<file path="src/rtl/riscv_imm_pkg.sv">
`default_nettype none
// ============================================================================
// Module      : riscv_imm_pkg
// Description : Shared constants for RISC-V immediate decoding (format tags,
//               major opcodes on instr[6:2], RVC quadrants).
// Revision    : 1.0 - initial release
// ============================================================================
package riscv_imm_pkg;

    localparam logic [2:0] FMT_NONE = 3'd0;
    localparam logic [2:0] FMT_I    = 3'd1;
    localparam logic [2:0] FMT_S    = 3'd2;
    localparam logic [2:0] FMT_B    = 3'd3;
    localparam logic [2:0] FMT_U    = 3'd4;
    localparam logic [2:0] FMT_J    = 3'd5;
    localparam logic [2:0] FMT_Z    = 3'd6;
    localparam logic [2:0] FMT_C    = 3'd7;

    localparam logic [4:0] OP_LOAD    = 5'b00000;
    localparam logic [4:0] OP_OPIMM   = 5'b00100;
    localparam logic [4:0] OP_AUIPC   = 5'b00101;
    localparam logic [4:0] OP_OPIMM32 = 5'b00110;
    localparam logic [4:0] OP_STORE   = 5'b01000;
    localparam logic [4:0] OP_LUI     = 5'b01101;
    localparam logic [4:0] OP_BRANCH  = 5'b11000;
    localparam logic [4:0] OP_JALR    = 5'b11001;
    localparam logic [4:0] OP_JAL     = 5'b11011;
    localparam logic [4:0] OP_SYSTEM  = 5'b11100;

    localparam logic [1:0] Q0 = 2'b00;
    localparam logic [1:0] Q1 = 2'b01;
    localparam logic [1:0] Q2 = 2'b10;

endpackage
`default_nettype wire

</file>
<file path="src/rtl/imm_decode_comb.sv">
`default_nettype none
// ============================================================================
// Module      : imm_decode_comb
// Description : Combinational map from a raw instruction word to its
//               XLEN-wide immediate and format tag (RV32/64 base, RVC, zimm).
// Revision    : 1.0 - initial release
// ============================================================================
module imm_decode_comb
    import riscv_imm_pkg::*;
#(
    parameter int XLEN     = 32,
    parameter int RVC_EN   = 1,
    parameter int ZICSR_EN = 1
) (
    input  logic [31:0]     instr,
    output logic [XLEN-1:0] imm,
    output logic [2:0]      fmt
);

    // Every immediate fits in 32 bits, and the zero-extended ones never set
    // bit 31, so widening to 64 is always a sign-extension from bit 31.
    logic [31:0] w_imm32;
    logic [2:0]  w_fmt;
    logic [2:0]  w_f3;

    logic [31:0] w_i_imm, w_s_imm, w_b_imm, w_u_imm, w_j_imm, w_z_imm;
    logic [31:0] w_c_addi4spn, w_c_lwsw, w_c_addi, w_c_addi16sp, w_c_lui;
    logic [31:0] w_c_j, w_c_b, w_c_lwsp, w_c_swsp;

    assign w_f3    = instr[15:13];
    assign w_i_imm = {{20{instr[31]}}, instr[31:20]};
    assign w_s_imm = {{20{instr[31]}}, instr[31:25], instr[11:7]};
    assign w_b_imm = {{20{instr[31]}}, instr[7], instr[30:25], instr[11:8], 1'b0};
    assign w_u_imm = {instr[31:12], 12'b0};
    assign w_j_imm = {{12{instr[31]}}, instr[19:12], instr[20], instr[30:21], 1'b0};
    assign w_z_imm = {27'b0, instr[19:15]};

    assign w_c_addi4spn = {22'b0, instr[10:7], instr[12:11], instr[5], instr[6], 2'b0};
    assign w_c_lwsw     = {25'b0, instr[5], instr[12:10], instr[6], 2'b0};
    assign w_c_addi     = {{26{instr[12]}}, instr[12], instr[6:2]};
    assign w_c_addi16sp = {{22{instr[12]}}, instr[12], instr[4:3], instr[5], instr[2],
                           instr[6], 4'b0};
    assign w_c_lui      = {{14{instr[12]}}, instr[12], instr[6:2], 12'b0};
    assign w_c_j        = {{20{instr[12]}}, instr[12], instr[8], instr[10:9], instr[6],
                           instr[7], instr[2], instr[11], instr[5:3], 1'b0};
    assign w_c_b        = {{23{instr[12]}}, instr[12], instr[6:5], instr[2], instr[11:10],
                           instr[4:3], 1'b0};
    assign w_c_lwsp     = {24'b0, instr[3:2], instr[12], instr[6:4], 2'b0};
    assign w_c_swsp     = {24'b0, instr[8:7], instr[12:9], 2'b0};

    always_comb begin
        w_imm32 = '0;
        w_fmt   = FMT_NONE;
        if (instr[1:0] == 2'b11) begin
            case (instr[6:2])
                OP_LUI, OP_AUIPC:          begin w_imm32 = w_u_imm; w_fmt = FMT_U; end
                OP_JAL:                    begin w_imm32 = w_j_imm; w_fmt = FMT_J; end
                OP_JALR, OP_LOAD, OP_OPIMM: begin w_imm32 = w_i_imm; w_fmt = FMT_I; end
                OP_BRANCH:                 begin w_imm32 = w_b_imm; w_fmt = FMT_B; end
                OP_STORE:                  begin w_imm32 = w_s_imm; w_fmt = FMT_S; end
                OP_OPIMM32: begin
                    if (XLEN == 64) begin
                        w_imm32 = w_i_imm;
                        w_fmt   = FMT_I;
                    end
                end
                OP_SYSTEM: begin
                    if (ZICSR_EN != 0 && instr[14]) begin
                        w_imm32 = w_z_imm;
                        w_fmt   = FMT_Z;
                    end
                end
                default: ;
            endcase
        end else if (RVC_EN != 0) begin
            w_fmt = FMT_C;
            case (instr[1:0])
                Q0: begin
                    case (w_f3)
                        3'b000:         w_imm32 = w_c_addi4spn;
                        3'b010, 3'b110: w_imm32 = w_c_lwsw;
                        default: ;
                    endcase
                end
                Q1: begin
                    case (w_f3)
                        3'b000, 3'b010: w_imm32 = w_c_addi;
                        // f3=001 is C.ADDIW on RV64 but C.JAL on RV32
                        3'b001:         w_imm32 = (XLEN == 64) ? w_c_addi : w_c_j;
                        3'b011:         w_imm32 = (instr[11:7] == 5'd2) ? w_c_addi16sp : w_c_lui;
                        3'b101:         w_imm32 = w_c_j;
                        3'b110, 3'b111: w_imm32 = w_c_b;
                        default: ;
                    endcase
                end
                Q2: begin
                    case (w_f3)
                        3'b010:  w_imm32 = w_c_lwsp;
                        3'b110:  w_imm32 = w_c_swsp;
                        default: ;
                    endcase
                end
                default: ;
            endcase
        end
    end

    generate
        if (XLEN == 64) begin : g_xlen64
            assign imm = {{32{w_imm32[31]}}, w_imm32};
        end else begin : g_xlen32
            assign imm = w_imm32;
        end
    endgenerate

    assign fmt = w_fmt;

endmodule
`default_nettype wire

</file>
<file path="src/rtl/imm_gen_pipe.sv">
`default_nettype none
// ============================================================================
// Module      : imm_gen_pipe
// Description : Registered immediate generator with valid/ready handshake and
//               a skid buffer so ready_o comes straight from a flop.
// Revision    : 1.0 - initial release
// ============================================================================
module imm_gen_pipe
    import riscv_imm_pkg::*;
#(
    parameter int XLEN     = 32,
    parameter int RVC_EN   = 1,
    parameter int ZICSR_EN = 1
) (
    input  logic            clk_i,
    input  logic            reset_i,
    input  logic [31:0]     instr_i,
    input  logic            valid_i,
    output logic            ready_o,
    output logic [XLEN-1:0] imm_o,
    output logic [2:0]      fmt_o,
    output logic            valid_o,
    input  logic            ready_i
);

    localparam logic [1:0] c_empty = 2'd0;
    localparam logic [1:0] c_full  = 2'd1;
    localparam logic [1:0] c_skid  = 2'd2;

    logic [1:0]      r_state;
    logic            r_ready;
    logic            r_valid;
    logic [XLEN-1:0] r_imm;
    logic [2:0]      r_fmt;
    logic [XLEN-1:0] r_skid_imm;
    logic [2:0]      r_skid_fmt;

    logic [XLEN-1:0] w_dec_imm;
    logic [2:0]      w_dec_fmt;
    logic            w_accept;
    logic            w_consume;

    imm_decode_comb #(
        .XLEN     (XLEN),
        .RVC_EN   (RVC_EN),
        .ZICSR_EN (ZICSR_EN)
    ) u_decode (
        .instr (instr_i),
        .imm   (w_dec_imm),
        .fmt   (w_dec_fmt)
    );

    assign w_accept  = valid_i && r_ready;
    assign w_consume = r_valid && ready_i;

    always_ff @(posedge clk_i) begin
        if (reset_i) begin
            r_state    <= c_empty;
            r_ready    <= 1'b0;
            r_valid    <= 1'b0;
            r_imm      <= '0;
            r_fmt      <= FMT_NONE;
            r_skid_imm <= '0;
            r_skid_fmt <= FMT_NONE;
        end else begin
            case (r_state)
                c_empty: begin
                    r_ready <= 1'b1;
                    if (w_accept) begin
                        r_imm   <= w_dec_imm;
                        r_fmt   <= w_dec_fmt;
                        r_valid <= 1'b1;
                        r_state <= c_full;
                    end
                end
                c_full: begin
                    if (w_accept && w_consume) begin
                        r_imm <= w_dec_imm;
                        r_fmt <= w_dec_fmt;
                    end else if (w_accept) begin
                        // Output is stalled: park the new result and stop upstream
                        r_skid_imm <= w_dec_imm;
                        r_skid_fmt <= w_dec_fmt;
                        r_ready    <= 1'b0;
                        r_state    <= c_skid;
                    end else if (w_consume) begin
                        r_valid <= 1'b0;
                        r_state <= c_empty;
                    end
                end
                c_skid: begin
                    if (w_consume) begin
                        r_imm   <= r_skid_imm;
                        r_fmt   <= r_skid_fmt;
                        r_ready <= 1'b1;
                        r_state <= c_full;
                    end
                end
                default: begin
                    r_state <= c_empty;
                    r_valid <= 1'b0;
                    r_ready <= 1'b1;
                end
            endcase
        end
    end

    assign ready_o = r_ready;
    assign valid_o = r_valid;
    assign imm_o   = r_imm;
    assign fmt_o   = r_fmt;

endmodule
`default_nettype wire

</file>
<file path="config.mk">
export PLATFORM = sky130hd
export DESIGN_NAME = imm_gen_pipe
export DESIGN_NICKNAME = d
export VERILOG_FILES = /design/src/rtl/riscv_imm_pkg.sv /design/src/rtl/imm_decode_comb.sv /design/src/rtl/imm_gen_pipe.sv
export SDC_FILE = /design/constraint.sdc
export NUM_CORES = 1
export LEC_CHECK = 0
export ABC_AREA = 1
export BUFFER_PORTS_ARGS = -buffer_cell sky130_fd_sc_hd__buf_4
export CAP_MARGIN = 20
export CELL_PAD_IN_SITES_DETAIL_PLACEMENT = 1
export CELL_PAD_IN_SITES_GLOBAL_PLACEMENT = 2
export CORE_MARGIN = 2
export CORE_UTILIZATION = 30
export DETAILED_ROUTE_END_ITERATION = 12
export PLACE_DENSITY_LB_ADDON = 0.1
export SLEW_MARGIN = 20
export SYNTH_ARGS = -nofsm -noshare
export SYNTH_HDL_FRONTEND = slang
export SYNTH_SLANG_ARGS = --single-unit
</file>
<file path="constraint.sdc">
create_clock -name clk_i -period 1.9 [get_ports clk_i]
set_clock_uncertainty 0.1 [all_clocks]
set_input_delay 0.475 -clock clk_i [delete_from_list [all_inputs] [get_ports clk_i]]
set_output_delay 0.475 -clock clk_i [all_outputs]
set_load 0.02 [all_outputs]
</file>
Yosys cells after proc, flatten, opt, wreduce, memory -nomap -nowiden
Cells that the tools add are included.
Widths: inputs -> output; s select.

word-level totals
  register bits after elaboration = 74
  input bits = 36
  output and inout bits = 37

operators by class
  equal/unequal tests = 28
  mux-type cells = 34
  bitwise gates (word level) = 2
  reductions and logical operators = 19

operator list
  operator            number
  $pmux 32 s3         2
  $pmux 32 s6         1
  $mux 32             4
  $pmux 32 s4         1
  $eq 5x5->1 const B  4
  $pmux 10 s2         1
  $pmux 3 s6          1
  $mux 17             1
  $pmux 8 s2          1
  $mux 3              5
  $ne 2x2->1 const B  7
  $eq 5x3->1 const B  2
  $eq 5x4->1 const B  2
  $mux 2              5
  $reduce_or 2->1     5
  $eq 3x3->1 const B  3
  $pmux 3 s3          1
  $reduce_and 4->1    2
  $mux 1              7
  $eq 2x2->1 const B  3
  $eq 3x2->1 const B  2
  $pmux 2 s3          1
  $reduce_and 3->1    2
  $eq 5x2->1 const B  1
  14 further kinds    19

Depth between registers and ports, before layout
  depth after elaboration = 7
  mapped depth = 12
  depth with buffers taken out = 12

Modules after synthesis
A second synthesis with hierarchy kept.

unflattened totals
  cell total of the unflattened synthesis = 892
  area total of the unflattened synthesis = 5207.5 um^2

modules (own cells, without submodules)
  module           times used  cells each  area each (um^2)  seq. area each (um^2)
  imm_gen_pipe     1           530         3550.9            1481.4
  imm_decode_comb  1           362         1656.6            0.0

Worst setup path before layout
OpenSTA, ideal clock, no wires.

  path type = register to register
  start point = register r_ready (netlist: ready_o)
  end point = register r_skid_imm[14]
  setup time = 0.057 ns
  arrival time = 1.481 ns
  required time = 1.743 ns
  setup slack = 0.262 ns
  cell stages (with the launch flop) = 10
  path buffers = 2
  period minus slack after synthesis = 1.638 ns
  cell sequence = dfxtp_1 nand2_1 inv_1 nand2_1 nor2_1 buf_2 clkbuf_1 o21ai_0 o21bai_1 inv_1

between the ends
  cells in the longest elaborated chain, start to end = 4

RTL lines
  item                            RTL line            text
  start, declared                 imm_gen_pipe.sv:31  logic r_ready;
  start signal, assigned          imm_gen_pipe.sv:59  r_ready <= 1'b0;
  start signal, assigned          imm_gen_pipe.sv:68  r_ready <= 1'b1;
  start signal, assigned          imm_gen_pipe.sv:84  r_ready <= 1'b0;
  $logic_and 1x1->1 (*)           imm_gen_pipe.sv:53  assign w_accept = valid_i && r_ready;
  $logic_and 1x1->1               imm_gen_pipe.sv:77  if (w_accept && w_consume) begin
  $not 1->1 (no line)             -
  $reduce_and 3->1 (no line) (*)  -
  end signal, assigned            imm_gen_pipe.sv:82  r_skid_imm <= w_dec_imm;
  end, declared                   imm_gen_pipe.sv:35  logic [XLEN-1:0] r_skid_imm;

Every way passes the cells marked *; elsewhere a longest branch is shown, timed or not.
A chain may end at the register's enable or synchronous reset.

Worst setup path after layout
  start point = input instr_i[13]
  end point = register r_imm[3] (netlist: imm_o[3])

between the ends
  cells in the longest elaborated chain, start to end = 7

RTL lines
  item                                               RTL line                                      text
  start, declared                                    imm_gen_pipe.sv:17                            input logic [31:0] instr_i,
  $eq 3x3->1, or another cell as far along           imm_decode_comb.sv:86                         case (w_f3)
  $reduce_or 2->1 (on tied branches)                 -
  $pmux 32 s4 / $pmux 10 s2 (equally long branches)  imm_decode_comb.sv:86, imm_decode_comb.sv:79
  $pmux 32 s3 (*)                                    imm_decode_comb.sv:77                         case (instr[1:0])
  $mux 32 (*)                                        imm_decode_comb.sv:54                         if (instr[1:0] == 2'b11) begin
  $mux 32 (on tied branches)                         imm_gen_pipe.sv:77, imm_gen_pipe.sv:69
  $pmux 32 s3 (*)                                    imm_gen_pipe.sv:66                            case (r_state)
  end signal, assigned                               imm_gen_pipe.sv:70                            r_imm <= w_dec_imm;
  end signal, assigned                               imm_gen_pipe.sv:78                            r_imm <= w_dec_imm;
  end signal, assigned                               imm_gen_pipe.sv:93                            r_imm <= r_skid_imm;
  end, declared                                      imm_gen_pipe.sv:33                            logic [XLEN-1:0] r_imm;

Every way passes the cells marked *; elsewhere a longest branch is shown, timed or not. The select of a mux whose other input is x is not followed.

==> results.tsv <==
stage	metric	value	unit
final_layout	area occupied by multi-input gates	0.00258	sq mm
drt	final wirelength	16800	microns
drt	drt via density	4.98	
setup_path	crit path kind	input pin to flop	
final_layout	most frequent cells in the layout	nand2_1 (221), buf_4 (140), dfxtp_1 (74)	
clock_network	post-CTS sizing	0	
synthesis	Synth Net Count	740	
placement	routability cong.	0.859	
setup_path	worst path bufs/invs	3	
synthesis	distinct cell type count after synthesis	37	
final_layout	number of diodes	0	
final_layout	area delta synth->final	33.3	%
setup_path	Worst path max stage delay	170	ps
global_route	initial antenna violation count	0	
final_layout	register area	0.00148	sq mm
drt	DR vias	5051	
final_layout	layout cell share with drive strength beyond 1	24.8	%
clock_network	clk slew on worst S/H paths	60	ps
setup_path	Setup crit end kind	flop	
global_route	GRT Total Usage	21.6	%
clock_network	Max clock buf depth	2	
clock_network	TritonCTS Buffers	9	
drt	1st-pass router iterations	4	
synthesis	top cells by area, synth	dfxtp_1 (33%), nand2_1 (18%), o21ai_0 (7.2%), a21oi_1 (6.7%), inv_1 (5.1%)	
die	chip height	126	microns
clock_network	Skew-Pair Late Insertion Delay	340	ps
setup_path	Critical Path Start Type	input pin	
setup_path	Required @ worst endpoint	2020	ps
sta	Final min period	1680	ps
die	core footprint	0.0146	sq mm
synthesis	area share of the largest cell type after synthesis	33.0	%
synthesis	Seq/Total Area, Yosys	33.0	%
setup_path	CP delay by family, top	simple AND/OR/NAND/NOR gates	
synthesis	#FFs+latches synth	74	
global_route	vias in the first global route	5272	
worst_hold_path	Hold WC Path Type	input pin to flop	
pwr	pwr dens	721	mW/mm^2
sta	final-report setup violation count	0	
die	# rows	44	
global_route	first-pass GRT wire length	27500	microns
die	DIE WIDTH	126	microns
pwr	Peak VDD IR	0.381	mV
run	total of max-cap violations	0	
clock_network	Post-CTS Hold Fix Bufs	0	
synthesis	synthesized area	0.00449	sq mm
placement	dpl cell area	0.00572	sq mm
pwr	total chip power	0.00432	W
clock_network	clk sinks	74	
final_layout	Nets	863	
sta	slew margin rel.	68.5	%
setup_path	critical path arrival	1810	ps
global_route	grt ovf	0	
sta	Least-Margin Pin Slew	472	ps
setup_path	crit path cell chain	buf_4, inv_1, nand3_1, nand2_1, buf_4, o21ai_1, nand2_1, nand2_1, nand4_1, nand2_1, a21oi_1	
status	status	finished, final reports clean	
die	Ports	73	
pwr	P_leak	3.07	nW
clock_network	H-tree depth	3	
drt	Avg WL per Cell	16.6	microns
drt	DRC Markers	0	
drt	DRT iter0 DRCs	311	
drt	Antenna Nets Post-Route	0	
synthesis	Synth Instances	704	
final_layout	most common cell after layout, fill and taps aside	nand2_1	
synthesis	syn avg cell area	6.38	sq um
sta	max-slew violation count	0	
sta	RSZ-0062 raised after global routing	no	
sta	Final Cycle Share	88.5	%
setup_path	worst-path maximum fanout	6	
sta	Final Hold Fails	0	
die	Initial Utilization	30.8	%
die	DIE AREA	0.0160	sq mm
clock_network	CTS tree	done	
sta	TNS Setup	0	ps
final_layout	fin area	0.00599	sq mm
global_route	largest net degree at the start of global routing	45	
placement	DPL Wire Length	12900	microns
clock_network	setup bufs post-CTS	0	
sta	fmax	594	MHz
setup_path	CP most frequent cell	nand2_1	
placement	PortBufs	72	
synthesis	Synth Warn #	0	
final_layout	fillcell total	1873	
setup_path	slowest cell on the critical path	buf_4	
synthesis	area leader, netlist	dfxtp_1	
clock_network	Clock Root Buffer	clkbuf_16	
metrics by stage:
stage / util, % / hold slack (ps) / setup WS [ps] / cells
floorplan: - / 368 / 262 / 704
global placement: 39.2 / 356 / -258 / 1000
detailed placement: 39.2 / 361 / -269 / 1000
CTS: 41.1 / 313 / 82.6 / 1015
global route: 41.1 / 328 / 8.07 / 1015
finish: 41.1 / 326 / 218 / 1015
registers in the layout (all words and copies together) (netlist names):
name and cells:
imm_o 32, r_skid_fmt 3, valid_o 1, r_skid_imm 32, fmt_o 3, ready_o 1
r_state 2
synth_stat cells:
master,instances
buf_2,3
o22ai_2,1
o21ai_1,7
buf_4,7
nor2_2,6
o21a_1,2
clkbuf_1,22
o21bai_1,24
nand4_1,11
nand3_2,1
dfxtp_1,74
a31oi_1,1
a41oi_1,1
a21boi_0,1
a2111oi_0,1
clkinv_4,1
nand2_2,3
o22ai_1,1
buf_6,1
nand3_1,39
o211ai_2,1
o211ai_1,9
o21ai_4,1
nor3_1,2
nand2_1,221
nor2_4,5
a21oi_1,60
o21ai_2,2
inv_2,8
nand2_4,3
inv_1,61
o21ai_0,65
a21oi_2,14
nor2_1,42
a21boi_1,1
a31oi_2,1
clkinv_1,1
worst reg2reg max path: stages (launching register included):
cell     delay [ps]
dfxtp_1         410
inv_1            70
nor2_2          140
buf_4           200
inv_1           100
buf_12          190
nor2_1          160
nor2_1           70
nand2_1          80
a21oi_1          60
logic make-up after synthesis:
kind of cell / Yosys count / share of synthesized area [%]
AND/OR/NAND/NOR: 333 / 31.5
AO/OA/AOI/OAI: 193 / 25.9
buffers and inverters: 104 / 9.63
flip-flops: 74 / 33.0
final timing paths:
| kind | cells past startpoint | endpoint | from | slack, ps |
|---|---|---|---|---|
| setup / recovery | 11 | imm_o[3] | instr_i[13] | 220 |
| setup reg to reg | 9 | imm_o[2] | r_state[1] | 220 |
| hold reg to reg | 2 | imm_o[8] | imm_o[8] | 370 |
| hold / removal | 2 | ready_o | reset_i | 330 |
layer usage:
layer / vias up / track usage (%) / wire length, microns
met2: 69 / 34.8 / 7640
met4: 0 / 7.56 / 486
met5: - / 0 / 0
met1: 2411 / 29.4 / 8290
li1: 2547 / - / -
met3: 24 / 3.46 / 403
layout make-up:
class	count	area share [%]
inverter	71	4.53
clock buffer	13	4.35
timing repair buffer	145	19.2
multi-input combinational	526	43.1
tap	184	3.84
clock inverter	2	0.209
sequential	74	24.7
power breakdown:
group | internal, W | switching [W] | total [W]
combinational | 0.000398 | 0.000618 | 0.00102
clock | 0.000946 | 0.000637 | 0.00158
sequential | 0.00166 | 0.0000581 | 0.00172
(Power assumes the default switching activity.)
